<file path="config.mk">
export PLATFORM = sky130hd
export DESIGN_NAME = load_store_unit_flat
export DESIGN_NICKNAME = d
export VERILOG_FILES = /design/src/rtl/lsu_pkg.sv /design/src/rtl/load_store_unit_if.sv /design/src/rtl/lsu_load_align.sv /design/src/rtl/load_store_unit.sv /design/src/flat_wrapper.sv
export SDC_FILE = /design/constraint.sdc
export NUM_CORES = 1
export LEC_CHECK = 0
export ABC_AREA = 0
export BUFFER_PORTS_ARGS = -buffer_cell sky130_fd_sc_hd__buf_2
export CORE_MARGIN = 5
export CORE_UTILIZATION = 45
export CTS_BUF_LIST = sky130_fd_sc_hd__clkbuf_8
export CTS_CLUSTER_DIAMETER = 60
export DETAILED_ROUTE_END_ITERATION = 10
export PLACE_DENSITY = 0.83
export SKIP_LAST_GASP = 1
export SLEW_MARGIN = 15
export SYNTH_ARGS = -nofsm -noshare
export SYNTH_HDL_FRONTEND = slang
export SYNTH_SLANG_ARGS = --single-unit
export TNS_END_PERCENT = 1
</file>
<file path="constraint.sdc">
create_clock -name clk -period 2.7 [get_ports clk]
set_input_delay 0.405 -clock clk [delete_from_list [all_inputs] [get_ports clk]]
set_output_delay 0.405 -clock clk [all_outputs]
set_load 0.01 [all_outputs]
</file>
<file path="src/rtl/lsu_pkg.sv">
// Shared definitions for the RV32I load/store unit: funct3 encodings, the
// controller state type, access sizes and small decode helpers.
package lsu_pkg;

  // RV32I load/store funct3 encodings (stores reuse F3_B/F3_H/F3_W).
  localparam logic [2:0] F3_B  = 3'b000;
  localparam logic [2:0] F3_H  = 3'b001;
  localparam logic [2:0] F3_W  = 3'b010;
  localparam logic [2:0] F3_BU = 3'b100;
  localparam logic [2:0] F3_HU = 3'b101;

  typedef enum logic [2:0] {
    IDLE     = 3'd0,
    LOAD     = 3'd1,
    RMW_READ = 3'd2,
    WRITE    = 3'd3,
    RESP     = 3'd4
  } lsu_state_t;

  typedef enum logic [1:0] {
    SZ_B = 2'd0,
    SZ_H = 2'd1,
    SZ_W = 2'd2
  } lsu_size_t;

  // Access size from funct3; the low two bits carry the size for loads and stores.
  function automatic lsu_size_t size_of(input logic [2:0] funct3);
    case (funct3[1:0])
      2'b00:   size_of = SZ_B;
      2'b01:   size_of = SZ_H;
      default: size_of = SZ_W;
    endcase
  endfunction

  // Illegal funct3: loads reject 011/110/111, stores reject anything with bit 2 set.
  function automatic logic f3_illegal(input logic we, input logic [2:0] funct3);
    if (we) begin
      f3_illegal = funct3[2];
    end else begin
      case (funct3)
        3'b011, 3'b110, 3'b111: f3_illegal = 1'b1;
        default:                f3_illegal = 1'b0;
      endcase
    end
  endfunction

endpackage

</file>
<file path="src/rtl/load_store_unit_if.sv">
// Request/response bundle between the execute stage (master) and the
// load/store unit (slave).
//   req_valid/req_ready  request handshake
//   req_we/funct3/addr/wdata  request fields
//   rsp_valid            one-cycle response pulse, no backpressure
//   rsp_rdata/misaligned/fault  response fields, meaningful only with rsp_valid
interface load_store_unit_if;
  logic        req_valid;
  logic        req_ready;
  logic        req_we;
  logic [2:0]  req_funct3;
  logic [31:0] req_addr;
  logic [31:0] req_wdata;
  logic        rsp_valid;
  logic [31:0] rsp_rdata;
  logic        rsp_misaligned;
  logic        rsp_fault;

  modport master (
    output req_valid, req_we, req_funct3, req_addr, req_wdata,
    input  req_ready, rsp_valid, rsp_rdata, rsp_misaligned, rsp_fault
  );

  modport slave (
    input  req_valid, req_we, req_funct3, req_addr, req_wdata,
    output req_ready, rsp_valid, rsp_rdata, rsp_misaligned, rsp_fault
  );
endinterface

</file>
<file path="src/rtl/lsu_load_align.sv">
// Combinational load alignment: picks the byte/halfword lane addressed by
// addr_lo out of a little-endian memory word and sign- or zero-extends it.
//   word    in  32  word read from memory
//   addr_lo in  2   low byte-address bits
//   funct3  in  3   load funct3
//   value   out 32  extended result (0 for an unknown funct3)
module lsu_load_align
  import lsu_pkg::*;
(
  input  logic [31:0] word,
  input  logic [1:0]  addr_lo,
  input  logic [2:0]  funct3,
  output logic [31:0] value
);

  logic [7:0]  byte_s;
  logic [15:0] half_s;

  // Lane selection and extension.
  always_comb begin
    case (addr_lo)
      2'd0:    byte_s = word[7:0];
      2'd1:    byte_s = word[15:8];
      2'd2:    byte_s = word[23:16];
      default: byte_s = word[31:24];
    endcase
    half_s = addr_lo[1] ? word[31:16] : word[15:0];
    case (funct3)
      F3_B:    value = {{24{byte_s[7]}}, byte_s};
      F3_H:    value = {{16{half_s[15]}}, half_s};
      F3_W:    value = word;
      F3_BU:   value = {24'h000000, byte_s};
      F3_HU:   value = {16'h0000, half_s};
      default: value = 32'h0000_0000;
    endcase
  end

endmodule

</file>
<file path="src/rtl/load_store_unit.sv">
// RV32I load/store unit in front of a word-wide data memory with a
// combinational read. Loads are aligned and extended, sub-word stores are
// done as read-modify-write, and bad accesses are answered without touching
// memory.
//   clk, rst                  clock, asynchronous active-high reset
//   bus (slave)               request/response handshake
//   mem_write_en/address/data_in  to data memory
//   mem_data_out              combinational read data from data memory
module load_store_unit
  import lsu_pkg::*;
#(
  parameter int ADDR_WIDTH = 10
) (
  input  logic                  clk,
  input  logic                  rst,
  load_store_unit_if.slave      bus,
  output logic                  mem_write_en,
  output logic [ADDR_WIDTH-1:0] mem_address,
  output logic [31:0]           mem_data_in,
  input  logic [31:0]           mem_data_out
);

  lsu_state_t            state_r;
  lsu_state_t            state_nxt_s;
  logic [ADDR_WIDTH-1:0] addr_r;
  logic [2:0]            funct3_r;
  logic [31:0]           data_r;     // store data, later the merged RMW word
  logic [31:0]           rdata_r;
  logic                  mis_r;
  logic                  fault_r;

  logic                  accept_s;
  logic                  fault_s;
  logic                  mis_s;
  lsu_size_t             req_size_s;
  logic [31:0]           load_val_s;
  logic [31:0]           merged_s;

  assign accept_s = bus.req_valid && (state_r == IDLE);

  // Error classification of the offered request; fault outranks misalignment.
  always_comb begin
    req_size_s = size_of(bus.req_funct3);
    fault_s    = f3_illegal(bus.req_we, bus.req_funct3) ||
                 (bus.req_addr[31:ADDR_WIDTH] != {(32-ADDR_WIDTH){1'b0}});
    if (fault_s) begin
      mis_s = 1'b0;
    end else begin
      case (req_size_s)
        SZ_H:    mis_s = bus.req_addr[0];
        SZ_W:    mis_s = (bus.req_addr[1:0] != 2'b00);
        default: mis_s = 1'b0;
      endcase
    end
  end

  // Next-state logic.
  always_comb begin
    state_nxt_s = state_r;
    case (state_r)
      IDLE: begin
        if (!accept_s)                 state_nxt_s = IDLE;
        else if (fault_s || mis_s)     state_nxt_s = RESP;
        else if (!bus.req_we)          state_nxt_s = LOAD;
        else if (req_size_s == SZ_W)   state_nxt_s = WRITE;
        else                           state_nxt_s = RMW_READ;
      end
      LOAD:     state_nxt_s = RESP;
      RMW_READ: state_nxt_s = WRITE;
      WRITE:    state_nxt_s = RESP;
      RESP:     state_nxt_s = IDLE;
      default:  state_nxt_s = IDLE;
    endcase
  end

  lsu_load_align u_load_align (
    .word    (mem_data_out),
    .addr_lo (addr_r[1:0]),
    .funct3  (funct3_r),
    .value   (load_val_s)
  );

  // Sub-word store merge: overwrite the addressed lane(s), keep the rest.
  always_comb begin
    merged_s = mem_data_out;
    if (size_of(funct3_r) == SZ_H) begin
      if (addr_r[1]) merged_s[31:16] = data_r[15:0];
      else           merged_s[15:0]  = data_r[15:0];
    end else begin
      case (addr_r[1:0])
        2'd0:    merged_s[7:0]   = data_r[7:0];
        2'd1:    merged_s[15:8]  = data_r[7:0];
        2'd2:    merged_s[23:16] = data_r[7:0];
        default: merged_s[31:24] = data_r[7:0];
      endcase
    end
  end

  // State register and datapath capture.
  always_ff @(posedge clk or posedge rst) begin
    if (rst) begin
      state_r  <= IDLE;
      addr_r   <= {ADDR_WIDTH{1'b0}};
      funct3_r <= 3'b000;
      data_r   <= 32'h0000_0000;
      rdata_r  <= 32'h0000_0000;
      mis_r    <= 1'b0;
      fault_r  <= 1'b0;
    end else begin
      state_r <= state_nxt_s;
      case (state_r)
        IDLE: begin
          if (accept_s) begin
            addr_r   <= bus.req_addr[ADDR_WIDTH-1:0];
            funct3_r <= bus.req_funct3;
            data_r   <= bus.req_wdata;
            rdata_r  <= 32'h0000_0000;
            mis_r    <= mis_s;
            fault_r  <= fault_s;
          end
        end
        LOAD:     rdata_r <= load_val_s;
        RMW_READ: data_r  <= merged_s;
        default:  ;
      endcase
    end
  end

  // All outputs decode registered state only, so reset removes them at once.
  assign bus.req_ready      = (state_r == IDLE);
  assign bus.rsp_valid      = (state_r == RESP);
  assign bus.rsp_rdata      = bus.rsp_valid ? rdata_r : 32'h0000_0000;
  assign bus.rsp_misaligned = bus.rsp_valid & mis_r;
  assign bus.rsp_fault      = bus.rsp_valid & fault_r;
  assign mem_write_en       = (state_r == WRITE);
  assign mem_address        = addr_r;
  assign mem_data_in        = data_r;

endmodule

</file>
<file path="src/flat_wrapper.sv">
// flat-port wrapper written by rule: the top's interface ports become plain ports
module load_store_unit_flat import lsu_pkg::*;
#(
  parameter int ADDR_WIDTH = 10
)
  (clk, rst, mem_write_en, mem_address, mem_data_in, mem_data_out, bus_req_valid, bus_req_we, bus_req_funct3, bus_req_addr, bus_req_wdata, bus_req_ready, bus_rsp_valid, bus_rsp_rdata, bus_rsp_misaligned, bus_rsp_fault);
  load_store_unit_if bus_i ();
  input  logic clk;
  input  logic rst;
  output logic mem_write_en;
  output logic [ADDR_WIDTH-1:0] mem_address;
  output logic [31:0] mem_data_in;
  input  logic [31:0] mem_data_out;
  input wire logic [$bits(bus_i.req_valid)-1:0] bus_req_valid;
  input wire logic [$bits(bus_i.req_we)-1:0] bus_req_we;
  input wire logic [$bits(bus_i.req_funct3)-1:0] bus_req_funct3;
  input wire logic [$bits(bus_i.req_addr)-1:0] bus_req_addr;
  input wire logic [$bits(bus_i.req_wdata)-1:0] bus_req_wdata;
  output wire logic [$bits(bus_i.req_ready)-1:0] bus_req_ready;
  output wire logic [$bits(bus_i.rsp_valid)-1:0] bus_rsp_valid;
  output wire logic [$bits(bus_i.rsp_rdata)-1:0] bus_rsp_rdata;
  output wire logic [$bits(bus_i.rsp_misaligned)-1:0] bus_rsp_misaligned;
  output wire logic [$bits(bus_i.rsp_fault)-1:0] bus_rsp_fault;
  assign bus_i.req_valid = bus_req_valid;
  assign bus_i.req_we = bus_req_we;
  assign bus_i.req_funct3 = bus_req_funct3;
  assign bus_i.req_addr = bus_req_addr;
  assign bus_i.req_wdata = bus_req_wdata;
  assign bus_req_ready = bus_i.req_ready;
  assign bus_rsp_valid = bus_i.rsp_valid;
  assign bus_rsp_rdata = bus_i.rsp_rdata;
  assign bus_rsp_misaligned = bus_i.rsp_misaligned;
  assign bus_rsp_fault = bus_i.rsp_fault;
  load_store_unit #(.ADDR_WIDTH(ADDR_WIDTH)) u_core (.clk(clk), .rst(rst), .bus(bus_i), .mem_write_en(mem_write_en), .mem_address(mem_address), .mem_data_in(mem_data_in), .mem_data_out(mem_data_out));
endmodule
</file>
==> results.cfg <==
[run_status]
status = completed

[routing]
antenna_left = 0
vias = 4412
routed.top_layer = met4
first_iter_violations = 490
wl_met3_mm = 1.814
first_pass_iters = 9
wl_mm = 14.98
via_per_inst = 5.875
post_drt_wl_per_cell_um = 19.94
route.met2.wl_mm = 6.959
drc = 0
m1WireLength_mm = 5.678

[synth]
synth_top_family_by_area = compound AO/OA/AOI/OAI gates
synth_area_sq_um = 4507
synth_fp_nets = 543
synthArstFlopShare = 1.000
synth-seq-area-share = 0.4553
synthFlopType = dfrtp_1
avgSynthCellArea_sq_um = 10.24
synth_compound_gate_area_share = 0.2021
syn_inst = 440
synth_simple_gate_area_frac = 0.1652
yosys_warnings = 0
synth_edf_count = 0
synth-seq-cells = 82
netlist-cell-type-count = 44
yosys-mux-area-fraction = 0.1399
synthAdderAreaFrac = 0
synth_xor_area_frac = 0

[floorplanning]
start_util = 0.4611
core_sq_um = 9774
io_pins = 182
fp.dieW_um = 110.1
dieHeight_um = 110.1
dieArea_sq_um = 12120
num_rows = 36

[global_routing]
grt_overflow_total = 0
grt_pass1_wl_mm = 23.03
grt_pass1_vias = 4429
grt_usage = 0.2488
grt_start_max_net_pins = 47
antenna_found_initial = 0

[setup_path]
reg2reg_from = u_core.mem_address[1]$_DFFE_PP0P_
crit_required_ns = 2.30
setup.worst_path.start_class = flip-flop
crit_type = flip-flop to primary output
worstRegToRegCells = 4
crit_chain = nor3b_2 > buf_4 > and2_1 > buf_2
reg2reg_to = u_core.mem_data_in[11]$_DFFE_PP0P_
endpoint_kind = primary output
max_stage_delay_ns = 0.49
worst-r2r-setup-slack_ns = 0.61
crit_slowest_cell = dfrtp_1
arrival_ns = 1.69
critPathMaxFanout = 35

[clock_network]
clk_pin_slew_ns = 0.09
cts-buffers-inserted = 9
clk_latency_ns = 0.36
cts_sinks = 82
htree_levels = 3
cts_setup_buffers = 0
postCtsHoldBufs = 0
ctsResizeCount = 0
tritoncts = built
cts-root-buf = clkbuf_8
clockBufferDepth = 2

[sta]
max-slew-margin-rel = 0.3954
tns_ns = 0
fmax_ghz = 0.4781
drv_slew = 0
setup_ws_ns = 0.6082
holdWs_ns = 0.1596
clock_skew_ns = 0.01082
setup_violations = 0
rsz0062_at_grt = no
period_minus_slack_ns = 2.092
tightestPinTransition_ns = 0.8999
post-route-period-util = 0.7747
hold_viol_final = 0

[layout]
diodes = 0
final_common_cell = buf_2
final_cell_mix = 181 x buf_2, 82 x dfrtp_1, 48 x nand2_1
fin_nets = 716
syn2layout_area_growth_pct = 26.76
drive_gt1_frac = 0.4045
final_area_sq_um = 5713

[place]
gp_congestion = 0.9178
place_ws_ns = 0.6493
dpl_cell_area_sq_um = 5533
port_buffers = 181
hpwl_mm = 11.47

[job]
max_cap_viol_count = 0

[pwr]
power_density_nw_per_um2 = 523.9
p_leak_nw = 2.874
peakVddDrop_mv = 0.3717

[worst_hold_path]
hold_class = input pin to async pin
kinds of logic (layout without fill, tap and decap cells):
family | count (synthesis) | count (layout)
AOI/OAI and AO/OA | 128 | 128
buffers and inverters | 36 | 214
DFF | 82 | 82
muxes | 48 | 48
and+or+nand+nor | 146 | 146
metal layers:
metal  vias up  global-route usage
met4         0              0.1069
met2       322              0.4025
met1      2060              0.3145
li1       1984                   -
met5         -                   0
met3        46             0.06581
critical path: cells and delay by family, from the launching register on:
kind          cells  cell delay [ns]
buf+inv           2             0.42
flops             1             0.49
simple gates      2             0.39
final cells by class:
cell class / count / area, sq um
Multi-Input combinational cell: 322 / 2295
Clock inverter: 6 / 42.54
Sequential cell: 82 / 2052
Tap cell: 133 / 166.4
Timing Repair Buffer: 194 / 1003
Inverter: 4 / 16.27
Fill cell: 857 / 4061
Clock buffer: 10 / 137.6
flip-flops by register name, summed over array words and instances, names as in the netlist:
register            flops
u_core.funct3_r         3
u_core.mem_data_in     32
u_core.state_r          3
u_core.rdata_r         32
u_core.mem_address     10
u_core.mis_r            1
u_core.fault_r          1
metrics by stage:
stage / power, mW / util / cells
floorplan: 1.878 / - / 440
global placement: 2.163 / 0.5661 / 735
detailed placement: 2.186 / 0.5661 / 735
CTS: 2.998 / 0.5845 / 751
global route: 3.148 / 0.5845 / 751
finish: 2.993 / 0.5845 / 751
Yosys cell counts, types with 2 or more instances:
| cell type | number | area, sq um |
|---|---|---|
| mux4_2 | 7 | 157.7 |
| and2_1 | 37 | 231.5 |
| nand2_1 | 48 | 180.2 |
| a22oi_1 | 32 | 240.2 |
| o21a_1 | 8 | 60.06 |
| a21o_1 | 2 | 15.01 |
| nor3_1 | 11 | 55.05 |
| dfrtp_1 | 82 | 2052 |
| buf_6 | 2 | 22.52 |
| o31ai_1 | 2 | 15.01 |
| nand2b_1 | 3 | 18.77 |
| or3b_2 | 2 | 17.52 |
| o211ai_1 | 9 | 67.56 |
| nor3b_1 | 2 | 15.01 |
| clkbuf_1 | 14 | 52.55 |
| a21oi_1 | 2 | 10.01 |
| mux2_2 | 14 | 157.7 |
| inv_1 | 4 | 15.01 |
| mux2_4 | 9 | 135.1 |
| a221o_1 | 16 | 160.2 |
| nor2_2 | 2 | 12.51 |
| o21ai_0 | 43 | 215.2 |
| nor4_1 | 6 | 37.54 |
| a222oi_1 | 7 | 70.07 |
| mux2i_1 | 18 | 180.2 |
| nor2_1 | 15 | 56.30 |
| nor2b_1 | 2 | 12.51 |
| nand3_1 | 11 | 55.05 |
| buf_2 | 15 | 75.07 |
power by group:
group | total (mW) | internal, mW | switching [mW]
sequential | 1.42 | 1.32 | 0.102
clock | 0.821 | 0.359 | 0.462
combinational | 0.752 | 0.338 | 0.414
total | 2.99 | 2.01 | 0.978
worst max path at each step:
| stage | from | to | depth (start not counted) |
|---|---|---|---|
| detailed placement | u_core.mem_address[1]$_DFFE_PP0P_ | u_core.mem_data_in[11]$_DFFE_PP0P_ | 4 |
| finish | u_core.state_r[2]$_DFF_PP0_ | bus_rsp_rdata[6] | 4 |
| floorplan | rst | u_core.fault_r$_DFFE_PP0P_ | 1 |
| CTS | u_core.state_r[2]$_DFF_PP0_ | bus_rsp_misaligned | 4 |
| global placement | u_core.state_r[2]$_DFF_PP0_ | u_core.mem_data_in[31]$_DFFE_PP0P_ | 5 |
| global route | u_core.state_r[2]$_DFF_PP0_ | bus_rsp_rdata[0] | 4 |
No activity file was read; power rests on OpenSTA's default activity.
